### config.mk
export PLATFORM = sky130hd
export DESIGN_NAME = time_set_ctrl
export DESIGN_NICKNAME = d
export VERILOG_FILES = /design/src/rtl/time_set_ctrl.sv
export SDC_FILE = /design/constraint.sdc
export NUM_CORES = 1
export LEC_CHECK = 0
export CORE_AREA = 2 2 74 76
export CTS_CLUSTER_SIZE = 28
export DETAILED_ROUTE_END_ITERATION = 10
export DIE_AREA = 0 0 76 78
export GPL_ROUTABILITY_DRIVEN = 1
export PLACE_DENSITY = 0.82
export SYNTH_ARGS = -nofsm -noshare
export SYNTH_HDL_FRONTEND = slang
export SYNTH_SLANG_ARGS = --single-unit
### constraint.sdc
create_clock -name clk -period 3.1 [get_ports clk]
set_input_delay 0.465 -clock clk [delete_from_list [all_inputs] [get_ports clk]]
set_output_delay 0.465 -clock clk [all_outputs]
set_load 0.02 [all_outputs]
### src/rtl/time_set_ctrl.sv
// -----------------------------------------------------------------------------
// time_set_ctrl
//
// Front-panel time-setting controller for the range-hood clock. It converts
// debounced panel buttons into a field-select code and a load value for the
// clock/work-time block. Pressing mode walks hour -> minute -> second -> hour.
// Up/down step the selected field with wrap-around, and holding a button
// auto-repeats. Setting mode is left on ok, on power-off, or after an idle
// timeout.
//
// Ports:
//   clk           in   system clock
//   reset         in   synchronous active-high reset
//   tick          in   one-clk 100 Hz enable; every timer advances only on tick
//   power_on      in   hood power state; low forces exit from setting mode
//   btn_mode      in   pulse: enter setting mode / advance to next field
//   btn_ok        in   pulse: confirm and exit
//   btn_up        in   debounced level: increment
//   btn_down      in   debounced level: decrement
//   cur_hour      in   [5:0] current hour from the clock block
//   cur_minute    in   [5:0] current minute from the clock block
//   cur_second    in   [5:0] current second from the clock block
//   set_all_times out  [1:0] field select: 00 run, 01 sec, 10 min, 11 hour
//   btn_time_set  out  [5:0] value loaded into the selected field
//   setting       out  high while any field is being edited
//   blink         out  display blink flag for the selected field
// -----------------------------------------------------------------------------
module time_set_ctrl #(
    parameter int TIMEOUT_TICKS = 1000,
    parameter int HOLD_TICKS    = 50,
    parameter int REPEAT_TICKS  = 10,
    parameter int BLINK_TICKS   = 50
) (
    input  logic       clk,
    input  logic       reset,
    input  logic       tick,
    input  logic       power_on,
    input  logic       btn_mode,
    input  logic       btn_ok,
    input  logic       btn_up,
    input  logic       btn_down,
    input  logic [5:0] cur_hour,
    input  logic [5:0] cur_minute,
    input  logic [5:0] cur_second,
    output logic [1:0] set_all_times,
    output logic [5:0] btn_time_set,
    output logic       setting,
    output logic       blink
);

    localparam int TO_W   = $clog2(TIMEOUT_TICKS + 1);
    localparam int HOLD_W = $clog2(HOLD_TICKS + 1);
    localparam int BL_W   = $clog2(BLINK_TICKS + 1);

    // The state encoding is the field-select code, so the state register
    // drives set_all_times directly.
    typedef enum logic [1:0] {
        IDLE     = 2'b00,
        SET_SEC  = 2'b01,
        SET_MIN  = 2'b10,
        SET_HOUR = 2'b11
    } state_t;

    state_t              state_q, state_d;
    logic [5:0]          val_q, val_d;
    logic [TO_W-1:0]     to_q, to_d;
    logic [HOLD_W-1:0]   hold_q, hold_d;
    logic [BL_W-1:0]     bl_q, bl_d;
    logic                blink_q, blink_d;
    logic                setting_q, setting_d;
    logic                up_prev_q, dn_prev_q;

    logic                up_rise, dn_rise, activity;
    logic                fire, timeout;
    logic [TO_W-1:0]     to_inc;
    logic [HOLD_W-1:0]   hold_inc;
    logic [BL_W-1:0]     bl_inc;
    logic [5:0]          field_max;

    // Wrap-around step within [0, vmax]; out-of-range inputs snap into range.
    function automatic logic [5:0] step_val(input logic [5:0] v,
                                            input logic       up,
                                            input logic [5:0] vmax);
        if (up) begin
            return (v >= vmax) ? 6'd0 : v + 6'd1;
        end
        return (v == 6'd0 || v > vmax) ? vmax : v - 6'd1;
    endfunction

    function automatic state_t next_field(input state_t s);
        case (s)
            SET_HOUR: return SET_MIN;
            SET_MIN:  return SET_SEC;
            default:  return SET_HOUR;
        endcase
    endfunction

    assign up_rise   = btn_up & ~up_prev_q;
    assign dn_rise   = btn_down & ~dn_prev_q;
    assign activity  = btn_mode | btn_ok | up_rise | dn_rise;
    assign to_inc    = to_q + TO_W'(1);
    assign hold_inc  = hold_q + HOLD_W'(1);
    assign bl_inc    = bl_q + BL_W'(1);
    assign timeout   = tick & ~activity & (to_inc == TO_W'(TIMEOUT_TICKS));
    assign field_max = (state_q == SET_HOUR) ? 6'd23 : 6'd59;

    always_comb begin
        state_d   = state_q;
        val_d     = val_q;
        to_d      = to_q;
        hold_d    = hold_q;
        bl_d      = bl_q;
        blink_d   = blink_q;
        fire      = 1'b0;

        // Hold / auto-repeat: a press steps immediately; a held button steps
        // after HOLD_TICKS, then the counter is rewound so the next step lands
        // REPEAT_TICKS later.
        if (btn_up && btn_down) begin
            hold_d = '0;
        end else if (btn_up || btn_down) begin
            if (btn_up ? up_rise : dn_rise) begin
                fire   = 1'b1;
                hold_d = '0;
            end else if (tick) begin
                if (hold_inc == HOLD_W'(HOLD_TICKS)) begin
                    fire   = 1'b1;
                    hold_d = HOLD_W'(HOLD_TICKS - REPEAT_TICKS);
                end else begin
                    hold_d = hold_inc;
                end
            end
        end else begin
            hold_d = '0;
        end

        if (activity) begin
            to_d = '0;
        end else if (tick) begin
            to_d = to_inc;
        end

        if (tick) begin
            if (bl_inc == BL_W'(BLINK_TICKS)) begin
                bl_d    = '0;
                blink_d = ~blink_q;
            end else begin
                bl_d = bl_inc;
            end
        end

        if (state_q == IDLE) begin
            val_d   = '0;
            to_d    = '0;
            hold_d  = '0;
            bl_d    = '0;
            blink_d = 1'b0;
            if (btn_mode && power_on) begin
                state_d = SET_HOUR;
                val_d   = cur_hour;
                blink_d = 1'b1;
            end
        end else if (!power_on || btn_ok || timeout) begin
            state_d = IDLE;
            val_d   = '0;
            to_d    = '0;
            hold_d  = '0;
            bl_d    = '0;
            blink_d = 1'b0;
        end else if (btn_mode) begin
            // Field entry loads the live value together with the new select.
            state_d = next_field(state_q);
            case (next_field(state_q))
                SET_HOUR: val_d = cur_hour;
                SET_MIN:  val_d = cur_minute;
                default:  val_d = cur_second;
            endcase
            to_d    = '0;
            hold_d  = '0;
            bl_d    = '0;
            blink_d = 1'b1;
        end else if (fire) begin
            val_d   = step_val(val_q, btn_up, field_max);
            bl_d    = '0;
            blink_d = 1'b1;
        end

        setting_d = (state_d != IDLE);
    end

    always_ff @(posedge clk) begin
        if (reset) begin
            state_q   <= IDLE;
            val_q     <= '0;
            to_q      <= '0;
            hold_q    <= '0;
            bl_q      <= '0;
            blink_q   <= 1'b0;
            setting_q <= 1'b0;
            up_prev_q <= 1'b0;
            dn_prev_q <= 1'b0;
        end else begin
            state_q   <= state_d;
            val_q     <= val_d;
            to_q      <= to_d;
            hold_q    <= hold_d;
            bl_q      <= bl_d;
            blink_q   <= blink_d;
            setting_q <= setting_d;
            up_prev_q <= btn_up;
            dn_prev_q <= btn_down;
        end
    end

    assign set_all_times = state_q;
    assign btn_time_set  = val_q;
    assign setting       = setting_q;
    assign blink         = blink_q;

endmodule

==> impl_results.rst <==
.. list-table::
   :header-rows: 1

   * - Metric
     - Value
   * - Max-Cap Viols
     - 0
   * - ANT cells
     - 0
   * - Layout cells sized above 1
     - 0.0857
   * - Part of the cycle the worst path needs
     - 0.810
   * - Detailed-placement wirelength estimate
     - 4620 um
   * - Vert. Die Dim
     - 78 um
   * - Ratio of total power to cell area
     - 342 mW/mm2
   * - Syn Std Cell Area
     - 0.00249 mm2
   * - Maximum clock insertion buffer count
     - 2
   * - Final worst path period need
     - 2.51 ns
   * - Number of nets at the end of the flow
     - 385
   * - Cells on Worst Hold Path
     - 2
   * - Via count of the first global-routing pass
     - 2347
   * - Most frequent cell after synthesis
     - nand2_1
   * - Required time reported for the critical path endpoint
     - 3.28 ns
   * - I/O pin cnt
     - 36
   * - Worst hold slack after final layout
     - 0.507 ns
   * - Startpoint types
     - flip-flop
   * - Count of flip-flops with a built-in enable after synthesis
     - 0
   * - Proportion of synthesized flip-flops having asynchronous set or reset
     - 0
   * - IO Port Bufs
     - 35
   * - Post-Synthesis Mean Instance Area
     - 7.82 um2
   * - Critical Path Fanout Max
     - 14
   * - Antenna violations before repair
     - 0
   * - Post-cts gate resize count
     - 0
   * - Unique masters post-synth
     - 60
   * - Final cell utilization of the core
     - 0.598
   * - Flip-flop cell with the highest count after synthesis
     - dfxtp_1
   * - Outcome
     - complete, no violations
   * - CP Capture Type
     - flip-flop
   * - Chip width
     - 76 um
   * - Crit path from
     - to_q[0]
   * - Synth top area cells
     - dfxtp_1 27%, nand2_1 5.3%, xor2_1 5.3%, ha_1 5.0%, nor2_1 4.4%
   * - CTS Hold Bufs
     - 0
   * - Worst EP arrival
     - 2.69 ns
   * - GP Congestion
     - 0.898
   * - Floorplan die area
     - 0.00593 mm2
   * - Cell chain of the critical path
     - ha_1 > a21o_1 > a31oi_1 > a31oi_1 > or4_4 > and4_4 > a2111oi_2
   * - Routed length per instance
     - 15.1 um
   * - Largest net degree at the start of global routing
     - 19
   * - Count of unresolved DRC violations after routing
     - 0
   * - Max rail drop VDD
     - 0.311 mV
   * - Launch instance of the worst min-delay path
     - hold_q[1]
   * - Relative area change from synthesis to final layout
     - 21.2%
   * - First-pass GRT wire length
     - 10700 um
   * - Synthesized flop and latch total
     - 34
   * - Clock skew
     - 0.00877 ns
   * - DRT iter0 DRCs
     - 189
   * - Number of placement rows
     - 26
   * - Critical Path Most Common Cell
     - a31oi_1
   * - Worst relative slew slack
     - 0.581
   * - Overall fraction of global-route tracks in use
     - 0.218
   * - Portion of synthesized cell area occupied by the leading cell type
     - 0.274
   * - Depth of the worst register-to-register path
     - 7
   * - F_max
     - 0.398 GHz
   * - Post-CTS Repair Setup Buffers
     - 0
   * - Tightest Hold Check Type
     - flip-flop to flip-flop
   * - Synthesized netlist cell count
     - 318
   * - Top post-synthesis cells by count
     - 35 x nand2_1, 34 x dfxtp_1, 29 x nor2_1
   * - Yosys Warn Count
     - 0
   * - Portion of the post-synthesis area used by sequential elements
     - 0.274
   * - Total global routing overflow
     - 0
   * - Initial DRT Pass Iterations
     - 7
   * - Reported leakage power
     - 1.04 nW
   * - Pins Over Slew Limit
     - 0
   * - Worst flop-to-flop path startpoint
     - to_q[0]
   * - Final setup viols
     - 0
   * - Syn Nets
     - 354
   * - Unrepaired setup endpoints after global routing
     - false
   * - Clock slew at the register clock pins of the worst setup and hold paths
     - 0.07 ns
   * - Root Buffer
     - clkbuf_8
   * - Clock insertion delay at the later pin of the skew report
     - 0.29 ns
   * - CP max stage cell
     - or4_4
   * - Core area
     - 0.00504 mm2
   * - CTS buffer count
     - 5
   * - Clock Sinks
     - 34
   * - Total Negative Setup Slacks
     - 0 ns
   * - Via count normalized by instance count
     - 5.90
   * - Biggest area consumer among synthesized cells
     - dfxtp_1
   * - Kind of critical path
     - flip-flop to flip-flop
   * - Via count
     - 2480
   * - Largest stage delay, worst path
     - 0.66 ns
   * - Post-Route WL
     - 6350 um
   * - Measured slew at the worst slew-check pin
     - 0.624 ns
   * - CTS tree
     - yes
   * - ANT nets after route
     - 0
   * - Starting density of the core
     - 0.493
   * - CTS H-tree lvls
     - 2
   * - Count of endpoints failing hold in the final timing report
     - 0
worst max-delay path, delay by kind of cell, from the launching register on:
kind | cells | cell delay (ns)
adders and majority gates | 1 | 0.34
and+or+nand+nor | 2 | 0.87
AOI/OAI and AO/OA | 4 | 0.79
DFF | 1 | 0.40
path summary, 6_finish.rpt:
kind	to	slack, ns
setup / recovery	blink	0.59
hold / removal	hold_q[1]	0.51
setup reg to reg	blink	0.59
hold reg to reg	hold_q[1]	0.51
routing by layer:
metal / wire length, um / global-route usage
met1: 2940 / 0.285
met2: 3000 / 0.373
met3: 357 / 0.0349
met4: 57 / 0.0582
met5: 0 / 0
kinds of logic (layout without fill, tap and decap cells):
logic type,Yosys count,count (layout),share of synthesized area
and+or+nand+nor,131,131,0.275
DFF,34,34,0.274
adders and majority gates,10,10,0.0503
xor gates and xnor gates,24,24,0.0846
AOI/OAI and AO/OA,81,81,0.232
buffers and inverters,29,61,0.0478
muxes,9,9,0.0367
where the power goes:
group / internal (mW) / switching, mW
Clock: 0.224 / 0.165
Combinational: 0.0904 / 0.0940
Sequential: 0.444 / 0.0111
cell usage in the layout, fill, tap and decap left out, drive strengths merged, types with 3 or more instances in the layout:
cell type      netlist  routed
nand2               35      35
clkdlybuf4s50        0      35
dfxtp               34      34
nor2                29      29
a21oi               19      19
xor2                15      15
nand3               15      15
o21ai               12      12
inv                 10      10
nor2b               10      10
ha                  10      10
xnor2                9       9
a31oi                8       8
mux2i                8       8
clkbuf              13       8
buf                  6       8
nor3                 6       6
nand4                6       6
nand2b               5       5
and3                 5       5
a211oi               5       5
o211ai               4       4
nand3b               4       4
a221oi               4       4
a31o                 3       3
a21o                 3       3
a22o                 3       3
nor3b                3       3
a2111oi              3       3
state kept, by name, summed over array words and instances (netlist names):
signal         flops
to_q              10
bl_q               6
btn_time_set       6
hold_q             6
set_all_times      2
blink              1
dn_prev_q          1
setting            1
up_prev_q          1
stage by stage:
stage | worst slack (ns) | cell area (um2) | cells | total power, mW
5_1_grt | 0.473 | 3010 | 420 | 1.06
4_1_cts | 0.629 | 3010 | 420 | 1.03
3_3_place_gp | 0.384 | 2900 | 412 | 0.642
2_1_floorplan | 0.456 | 2490 | 318 | 0.570
6_report | 0.590 | 3010 | 420 | 1.03
3_5_place_dp | 0.343 | 2900 | 412 | 0.646
layout make-up:
| type | instances | area [um2] |
|---|---|---|
| fillers | 460 | 2030 |
| multi-input cells | 255 | 1690 |
| flip-flops and latches | 34 | 681 |
| repair buffers | 43 | 410 |
| clock buffers | 8 | 110 |
| well taps | 70 | 87.6 |
| inverters | 10 | 37.5 |
Note: power is estimated with default switching activity, not from simulation.
